**src/rtl/y86_mem_pkg.sv**
```systemverilog
// Shared definitions for the Y86 unified-memory arbiter: state encoding,
// default RAM address width and the byte-lane masks for 32-bit stores.
package y86_mem_pkg;

  localparam int AW_DEFAULT = 8;

  localparam logic [2:0] ST_IDLE = 3'd0;
  localparam logic [2:0] ST_F_A  = 3'd1;
  localparam logic [2:0] ST_F_B  = 3'd2;
  localparam logic [2:0] ST_F_C  = 3'd3;
  localparam logic [2:0] ST_M_RD = 3'd4;
  localparam logic [2:0] ST_M_WR = 3'd5;

  typedef enum logic [2:0] {
    IDLE = ST_IDLE,
    F_A  = ST_F_A,
    F_B  = ST_F_B,
    F_C  = ST_F_C,
    M_RD = ST_M_RD,
    M_WR = ST_M_WR
  } state_e;

  // Byte 0 of a RAM word is mask bit 7 / data bits [63:56].
  localparam logic [7:0] MASK_UPPER = 8'hF0;
  localparam logic [7:0] MASK_LOWER = 8'h0F;

endpackage

```
**src/rtl/y86_fetch_align.sv**
```systemverilog
// Combinational instruction-window extractor: treats {lo, hi} as 16
// consecutive big-endian bytes and returns the 6 bytes starting at byte off.
// When the window fits in one word, hi is a don't-care.
module y86_fetch_align
  import y86_mem_pkg::*;
(
  input  logic [63:0] lo,
  input  logic [63:0] hi,
  input  logic [2:0]  off,
  output logic [47:0] inst
);

  logic [127:0] cat_shifted;

  // Shift the selected byte to the top, then take the top 48 bits.
  always_comb begin
    cat_shifted = {lo, hi} << {off, 3'b000};
    inst        = cat_shifted[127:80];
  end

endmodule

```
**src/rtl/y86_mem_arbiter.sv**
```systemverilog
// Single-port RAM arbiter/sequencer shared by the fetch and memory stages.
//
// Handshake: a requester raises *_req (level) with its command fields and
// holds it until the matching *_done pulse. Commands are sampled only on the
// accepting edge in IDLE. *_done is a one-cycle pulse; the requester drops
// *_req during that cycle or it is accepted again. Data requests win over
// fetch; an accepted transaction always runs to completion (except reset).
module y86_mem_arbiter
  import y86_mem_pkg::*;
#(
  parameter int AW = AW_DEFAULT
) (
  input  logic          clk,
  input  logic          reset,
  input  logic          f_req,
  input  logic [31:0]   f_pc,
  output logic [47:0]   f_inst,
  output logic          f_done,
  input  logic          m_req,
  input  logic          m_we,
  input  logic [31:0]   m_addr,
  input  logic [31:0]   m_wdata,
  output logic [31:0]   m_rdata,
  output logic          m_done,
  output logic [AW-1:0] ram_addr,
  output logic          ram_we,
  output logic [7:0]    ram_wmask,
  output logic [63:0]   ram_wdata,
  input  logic [63:0]   ram_rdata,
  output logic [2:0]    dbg_state
);

  state_e          state_q, state_d;
  logic            phase_q, phase_d;     // M_RD: 0 = addr cycle, 1 = data arriving
  logic [2:0]      off_q, off_d;         // fetch byte offset within the word
  logic [63:0]     lo_q, lo_d;           // first word of a split fetch
  logic            m_sel_q, m_sel_d;     // load from lower half (m_addr[2])
  logic [47:0]     f_inst_q, f_inst_d;
  logic            f_done_q, f_done_d;
  logic [31:0]     m_rdata_q, m_rdata_d;
  logic            m_done_q, m_done_d;
  logic [AW-1:0]   ram_addr_q, ram_addr_d;
  logic            ram_we_q, ram_we_d;
  logic [7:0]      ram_wmask_q, ram_wmask_d;
  logic [63:0]     ram_wdata_q, ram_wdata_d;

  logic            split;
  logic [63:0]     align_lo;
  logic [47:0]     align_inst;
  logic            unused_bits;

  // Offsets 3..7 push the 6-byte window past the end of the first word.
  assign split    = (off_q >= 3'd3);
  assign align_lo = split ? lo_q : ram_rdata;

  y86_fetch_align u_align (
    .lo   (align_lo),
    .hi   (ram_rdata),
    .off  (off_q),
    .inst (align_inst)
  );

  assign unused_bits = ^{f_pc[31:AW+3], m_addr[31:AW+3], m_addr[1:0]};

  // Next-state and registered-output logic; done and write-enable default low.
  always_comb begin
    state_d     = state_q;
    phase_d     = phase_q;
    off_d       = off_q;
    lo_d        = lo_q;
    m_sel_d     = m_sel_q;
    f_inst_d    = f_inst_q;
    f_done_d    = 1'b0;
    m_rdata_d   = m_rdata_q;
    m_done_d    = 1'b0;
    ram_addr_d  = ram_addr_q;
    ram_we_d    = 1'b0;
    ram_wmask_d = ram_wmask_q;
    ram_wdata_d = ram_wdata_q;
    case (state_q)
      IDLE: begin
        if (m_req) begin
          ram_addr_d = m_addr[AW+2:3];
          m_sel_d    = m_addr[2];
          if (m_we) begin
            ram_wdata_d = {m_wdata, m_wdata};
            ram_wmask_d = m_addr[2] ? MASK_LOWER : MASK_UPPER;
            ram_we_d    = 1'b1;
            state_d     = M_WR;
          end else begin
            phase_d = 1'b0;
            state_d = M_RD;
          end
        end else if (f_req) begin
          ram_addr_d = f_pc[AW+2:3];
          off_d      = f_pc[2:0];
          state_d    = F_A;
        end
      end
      F_A: begin
        if (split) begin
          ram_addr_d = ram_addr_q + AW'(1);  // wraps to word 0 naturally
          state_d    = F_B;
        end else begin
          state_d = F_C;
        end
      end
      F_B: begin
        lo_d    = ram_rdata;
        state_d = F_C;
      end
      F_C: begin
        f_inst_d = align_inst;
        f_done_d = 1'b1;
        state_d  = IDLE;
      end
      M_RD: begin
        if (!phase_q) begin
          phase_d = 1'b1;
        end else begin
          m_rdata_d = m_sel_q ? ram_rdata[31:0] : ram_rdata[63:32];
          m_done_d  = 1'b1;
          state_d   = IDLE;
        end
      end
      M_WR: begin
        m_done_d = 1'b1;
        state_d  = IDLE;
      end
      default: state_d = IDLE;
    endcase
  end

  // State and output registers; reset drops any in-flight transaction.
  always_ff @(posedge clk or posedge reset) begin
    if (reset) begin
      state_q     <= IDLE;
      phase_q     <= 1'b0;
      off_q       <= '0;
      lo_q        <= '0;
      m_sel_q     <= 1'b0;
      f_inst_q    <= '0;
      f_done_q    <= 1'b0;
      m_rdata_q   <= '0;
      m_done_q    <= 1'b0;
      ram_addr_q  <= '0;
      ram_we_q    <= 1'b0;
      ram_wmask_q <= '0;
      ram_wdata_q <= '0;
    end else begin
      state_q     <= state_d;
      phase_q     <= phase_d;
      off_q       <= off_d;
      lo_q        <= lo_d;
      m_sel_q     <= m_sel_d;
      f_inst_q    <= f_inst_d;
      f_done_q    <= f_done_d;
      m_rdata_q   <= m_rdata_d;
      m_done_q    <= m_done_d;
      ram_addr_q  <= ram_addr_d;
      ram_we_q    <= ram_we_d;
      ram_wmask_q <= ram_wmask_d;
      ram_wdata_q <= ram_wdata_d;
    end
  end

  assign f_inst    = f_inst_q;
  assign f_done    = f_done_q;
  assign m_rdata   = m_rdata_q;
  assign m_done    = m_done_q;
  assign ram_addr  = ram_addr_q;
  assign ram_we    = ram_we_q;
  assign ram_wmask = ram_wmask_q;
  assign ram_wdata = ram_wdata_q;
  assign dbg_state = state_q;

endmodule
```
**config.mk**
```make
export PLATFORM = sky130hd
export DESIGN_NAME = y86_mem_arbiter
export DESIGN_NICKNAME = d
export VERILOG_FILES = /design/src/rtl/y86_mem_pkg.sv /design/src/rtl/y86_fetch_align.sv /design/src/rtl/y86_mem_arbiter.sv
export SDC_FILE = /design/constraint.sdc
export NUM_CORES = 1
export LEC_CHECK = 0
export ABC_AREA = 1
export CORE_MARGIN = 2
export CORE_UTILIZATION = 49
export DETAILED_ROUTE_END_ITERATION = 6
export PLACE_DENSITY = 0.87
export SETUP_SLACK_MARGIN = 0.05
export SLEW_MARGIN = 20
export SYNTH_ARGS = -nofsm -noshare
export SYNTH_HDL_FRONTEND = slang
export SYNTH_HIERARCHICAL = 1
export SYNTH_SLANG_ARGS = --single-unit
```
**constraint.sdc**
```tcl
create_clock -name clk -period 9.9 [get_ports clk]
set_input_delay 2.97 -clock clk [delete_from_list [all_inputs] [get_ports clk]]
set_output_delay 2.97 -clock clk [all_outputs]
set_load 0.005 [all_outputs]
```
; Word-level counts from Yosys, hierarchy flattened
; Index checks and enable logic that the tools add are counted.
[totals]
register_bits = 235
input_bits = 165
output_inout_bits = 166
wordCells = 59
[classes]
add_sub_neg = 1
magnitude_cmp = 1
eq_ne = 10
n_shift = 1
mux = 22
n_bitwise = 1
n_reduce_logical = 10
[op_table]
columns = cell, n
row1 = left shift 128 x 6 -> 128 bit, 1
row2 = two-way mux 64 bit, 1
row3 = two-way mux 32 bit, 1
row4 = two-way mux 8 bit, 4
row5 = one-hot mux 8 bit (2 select lines), 1
row6 = one-hot mux 3 bit (4 select lines), 1
row7 = AND reduction 3 bit, 4
row8 = two-way mux 1 bit, 9
row9 = two-way mux 3 bit, 3
row10 = adder 8 x 1 -> 8 bit (second input constant), 1
row11 = != test 2 bit (second input constant), 4
row12 = equality test 3 x 2 -> 1 bit (second input constant), 2
row13 = equality test 3 bit (second input constant), 2
row14 = AND reduction 2 bit, 3
row15 = one-hot mux 1 bit (2 select lines), 2
row16 = nonzero test 2 bit, 2
row17 = equality test 3 x 1 -> 1 bit (second input constant), 1
row18 = >= comparator 3 x 2 -> 1 bit (second input constant), 1
row19 = logical NOT 3 bit, 1
row20 = != test 3 bit (second input constant), 1
row21 = inverter 1 bit, 1

; Longest topological paths before layout
[logic_depth]
word_depth = 3
ltp_mapped = 12
ltp_nobuf = 10

; Hierarchy
; Netlist, hierarchy kept.
[by_module_without_submodules]
columns = mod, n_inst, cells_per_inst, area_per_inst_um2, seq_area_each_um2
row1 = y86_mem_arbiter, 1, 1124, 9013.6, 4929.7
row2 = y86_fetch_align, 1, 623, 2693.8, 0.0

; Worst setup path after synthesis
; No wires, ideal clock.
[synth_timing]
path_kind = input -> register
startpoint = input m_req
endpoint = register ram_addr_q[5], in the netlist ram_addr[5]
setup_time_ns = 0.116
arrival_time_ns = 3.725
required_time_ns = 9.784
path_slack_ns = 6.059
stages = 8
path_buffers = 1
path_cell_list = buf_2 > nor2_1 > nand3_1 > nand2_1 > nor2_2 > nand2_1 > nand2_1 > nand2_1
[synth_via]
elab_chain_len = 2
elab_cells_between_ends = 4
cone_classes = eq/ne (1) / mux (2) / reduce/logical (1)
[synth_rtl]
columns = item, line_no
row1 = "start, declared", y86_mem_arbiter.sv:19  ; input logic m_req,
row2 = != test 3 bit (no source line) / two-way mux 8 bit (equally long branches), --
row3 = AND reduction 3 bit (no source line) / one-hot mux 8 bit (2 select lines) (equally long branches), --
row4 = "end signal, assigned", y86_mem_arbiter.sv:160  ; ram_addr_q <= ram_addr_d;
row5 = "end, declared", y86_mem_arbiter.sv:42  ; logic [AW-1:0] ram_addr_q, ram_addr_d;
; Parallel ways exist; a longest one is shown, timed or not.
; A chain may end at the register's enable or synchronous reset.

; Final worst setup path
[layout_timing]
startpoint = input m_req
endpoint = register ram_wmask_q[3], in the netlist ram_wmask[3]
[layout_via]
elab_chain_len = 1
[layout_rtl]
columns = item, line_no
row1 = AND reduction 3 bit (no source line), --
row2 = "end signal, assigned", y86_mem_arbiter.sv:162  ; ram_wmask_q <= ram_wmask_d;
row3 = "end, declared", y86_mem_arbiter.sv:44  ; logic [7:0] ram_wmask_q, ram_wmask_d;
; No other way between the ends.

==> summary.txt <==
CTS
  – # clock sinks: roughly 200
  – Clock Path Buffers: 2
  – Worst skew pair latency: 0.45 ns
  – Root Buffer: clkbuf_16
  – Post CTS Setup Buffer Count: 0
  – Worst-path clk slew: ~0.07 ns
  – CTS tree: yes
  – Total CTS buffers: 17
  – Hold-fix buffers at CTS: 0
  – H-tree Lvls: 4
  – Post_cts resized: 0

Synthesis
  – Netlist Area Pre-Place: around 12000 sq um
  – Sequential share of the synthesized area: 42.1%
  – Most frequently used cell type in the post-synthesis netlist: nand2_1
  – #FFs+latches synth: 197
  – Most frequent cells after synthesis: nand2_1, nand3_1, dfrtp_1
  – Asr flop ratio synth: between 90% and 100%
  – Syn Nets: ~1900
  – Synth area leader: dfrtp_1
  – Count of cell types in the netlist: 25
  – Gate Count Post-Synth: 1747
  – Yosys top cell area share: a little over two fifths
  – EDFF count, synth: 0
  – Synth area leaders: dfrtp_1, nand2_1, nand3_1
  – Synth Flop Type: dfrtp_1
  – Synthesis Warnings: 6
  – Avg Cell Area, Syn: ~6.7 sq um

GRT
  – Global-route wire length before repair: 58.6 mm
  – Vias in the first global route: ~11000
  – Initial antenna violation count: 0
  – Total track usage: 30.3%
  – Largest net degree at the start of global routing: between 100 and 150
  – Grt total ovfl: 0

Route
  – Drt wl/cell: 16.9 microns
  – Vias: 12200
  – Routed wire length: approximately 38 mm
  – Residual DRC count: 0
  – DRT iter0 DRCs: between 1000 and 1500
  – Post-route antenna net violation count: 0
  – DR vias/cell: 5.40
  – Drt pass-1 iters: 6

Finish
  – Ant diodes: 0
  – Layout area overhead: 27.4%
  – Layout cells sized above 1: roughly 3.2%
  – # nets final: 2085

Floorplan
  – Core ar.: between 20000 and 25000 sq um
  – Die width: 159 microns
  – IO Count: 331
  – Starting density of the core: 49.9%
  – DIE AREA: around 25000 sq um
  – Cell Rows: 56
  – Chip height: ~160 microns

Timing
  – Unrepaired setup endpoints after global routing: false
  – Achievable Freq: 203 MHz
  – Final setup fails: 0
  – Clock skew: around 0.016 ns
  – Final Hold Vio Count: 0
  – Min Hold Slack: around 0.48 ns
  – Final max-slew violation count: 0
  – Final period util: 49.8%
  – Slew HR: 31.0%
  – Tmin final: 4.93 ns
  – Setup TNS: 0 ns
  – Slew @ Worst Pin: between 1 and 1.5 ns

Worst setup path
  – Startpoint types: input port
  – Req. time, crit path: 10.23 ns
  – Critical Path Slowest Stage Cell: nand4_2
  – Reg2reg path depth: 8
  – R2r setup slk: 7.15 ns
  – Reg-to-reg startpoint: off_q[1]
  – Critical path's top delay family: buffers and inverters
  – CP arrival: 5.26 ns
  – Max incr delay on CP: between 0.7 and 0.8 ns
  – Worst r2r dst: f_inst[31]
  – Critical path peak fanout: 35
  – CP Capture Type: register
  – CP Buf/Inv Count: 3
  – CP Cell Sequence: clkdlybuf4s50_1, nand4_2, clkinv_1, buf_4, nand2_1, o21a_1
  – Critical path class: in -> reg

Placed design
  – HPWL Detailed: 27.1 mm
  – GPL Wtd Cong: 0.920
  – Port-buffer cells: 286

Worst hold path
  – Hold Crit Depth: 2
  – HP Start: f_inst[36]
  – Hold Path Sink: f_inst[36]
  – Worst Hold Class: reg -> reg

Status
  – Status: finished clean

Power
  – PwrDens: 342 nW/um^2
  – Maximum VDD drop: 339 uV
  – LEAKAGE: 7.40 nW

Job
  – Max-cap viol count: 0
-- worst register-to-register path, stage by stage, from the launching register on --
cell and delay [ns]:
dfrtp_2 0.37, buf_4 0.67, inv_2 0.51, buf_4 0.45
nand3_1 0.20, nand3_1 0.11, nand2_1 0.17, nand2_1 0.11
nand2_1 0.11
-- cell type report --
type                            instances  area, sq um
Timing Repair Buffer                  298         2950
Inverter                              126          480
Clock buffer                           18          439
Clock inverter                         13          166
Sequential cell                       197         4930
Tap cell                              319          399
Multi-Input combinational cell       1279         5540
Fill cell                            2065         8560
-- cell usage in the layout, fill, tap and decap left out --
cell             count
inv_2                6
dfrtp_2              3
inv_8                3
clkinv_4             2
nor2_2               1
a21oi_1              5
nand4_1              1
clkinv_1             2
nor2_1              13
o21ai_0            173
bufinv_16            2
xnor2_1              1
nor3_4               1
buf_4               12
dfrtp_1            194
o211ai_1             4
o21a_1              33
or2_2                4
ha_1                 1
clkinv_8             1
nand2_1            797
nor3_1               2
clkbuf_8             1
inv_1              117
clkdlybuf4s50_1    286
nor2_4               1
clkinvlp_4           2
nand2_8              1
xor2_1               1
nand3_1            239
clkbuf_16           17
inv_6                4
nand4_2              1
-- per-stage QoR --
| stage | power (mW) | worst slack [ns] | utilization [%] | instances | cell area (sq um) |
|---|---|---|---|---|---|
| floorplan | 3.22 | 1.56 | - | 1747 | 11700 |
| global placement | 4.26 | 4.59 | 60.9 | 2219 | 14300 |
| detailed placement | 4.33 | 4.51 | 60.9 | 2219 | 14300 |
| CTS | 5.08 | 4.97 | 63.5 | 2250 | 14900 |
| global route | 5.50 | 4.77 | 63.5 | 2250 | 14900 |
| finish | 5.10 | 4.97 | 63.5 | 2250 | 14900 |
-- cells by family (layout without fill, tap and decap cells) --
logic type	after synthesis	count (layout)	synth area share (%)
compound gates	215	215	9.98
buf+inv	271	455	10.7
simple gates	1061	1061	36.9
fa+ha+maj	1	1	0.107
xor+xnor	2	2	0.150
flops	197	197	42.1
-- worst max path at each step --
stage | startpoint | to | depth (start not counted)
detailed placement | m_req | ram_wmask[3] | 6
global route | m_req | ram_wmask[3] | 6
global placement | m_req | ram_wmask[3] | 6
floorplan | reset | dbg_state[0] | 1
CTS | m_req | ram_wmask[3] | 6
finish | m_req | ram_wmask[3] | 6
-- sequential cells by signal, indices dropped and copies added, names as in the netlist, 2 cells and up --
name,cells
dbg_state,3
m_rdata,32
off_q,3
f_inst,48
ram_wdata,32
ram_wmask,2
ram_addr,8
lo_q,64
-- where the power goes --
group          internal [mW]  total (mW)  switching (mW)
Clock                  0.388       0.731           0.343
Combinational           1.21        2.91            1.70
Sequential              1.19        1.46           0.266
Total                   2.79        5.10            2.31
-- layer usage --
layer,up-vias,part of all wire (%),track usage (%)
met5,-,0,0
met3,83,7.5,6.07
met1,5663,41,39.6
li1,5837,-,-
met4,0,3.6,11.3
met2,575,48,49.8
(Power assumes the default switching activity.)
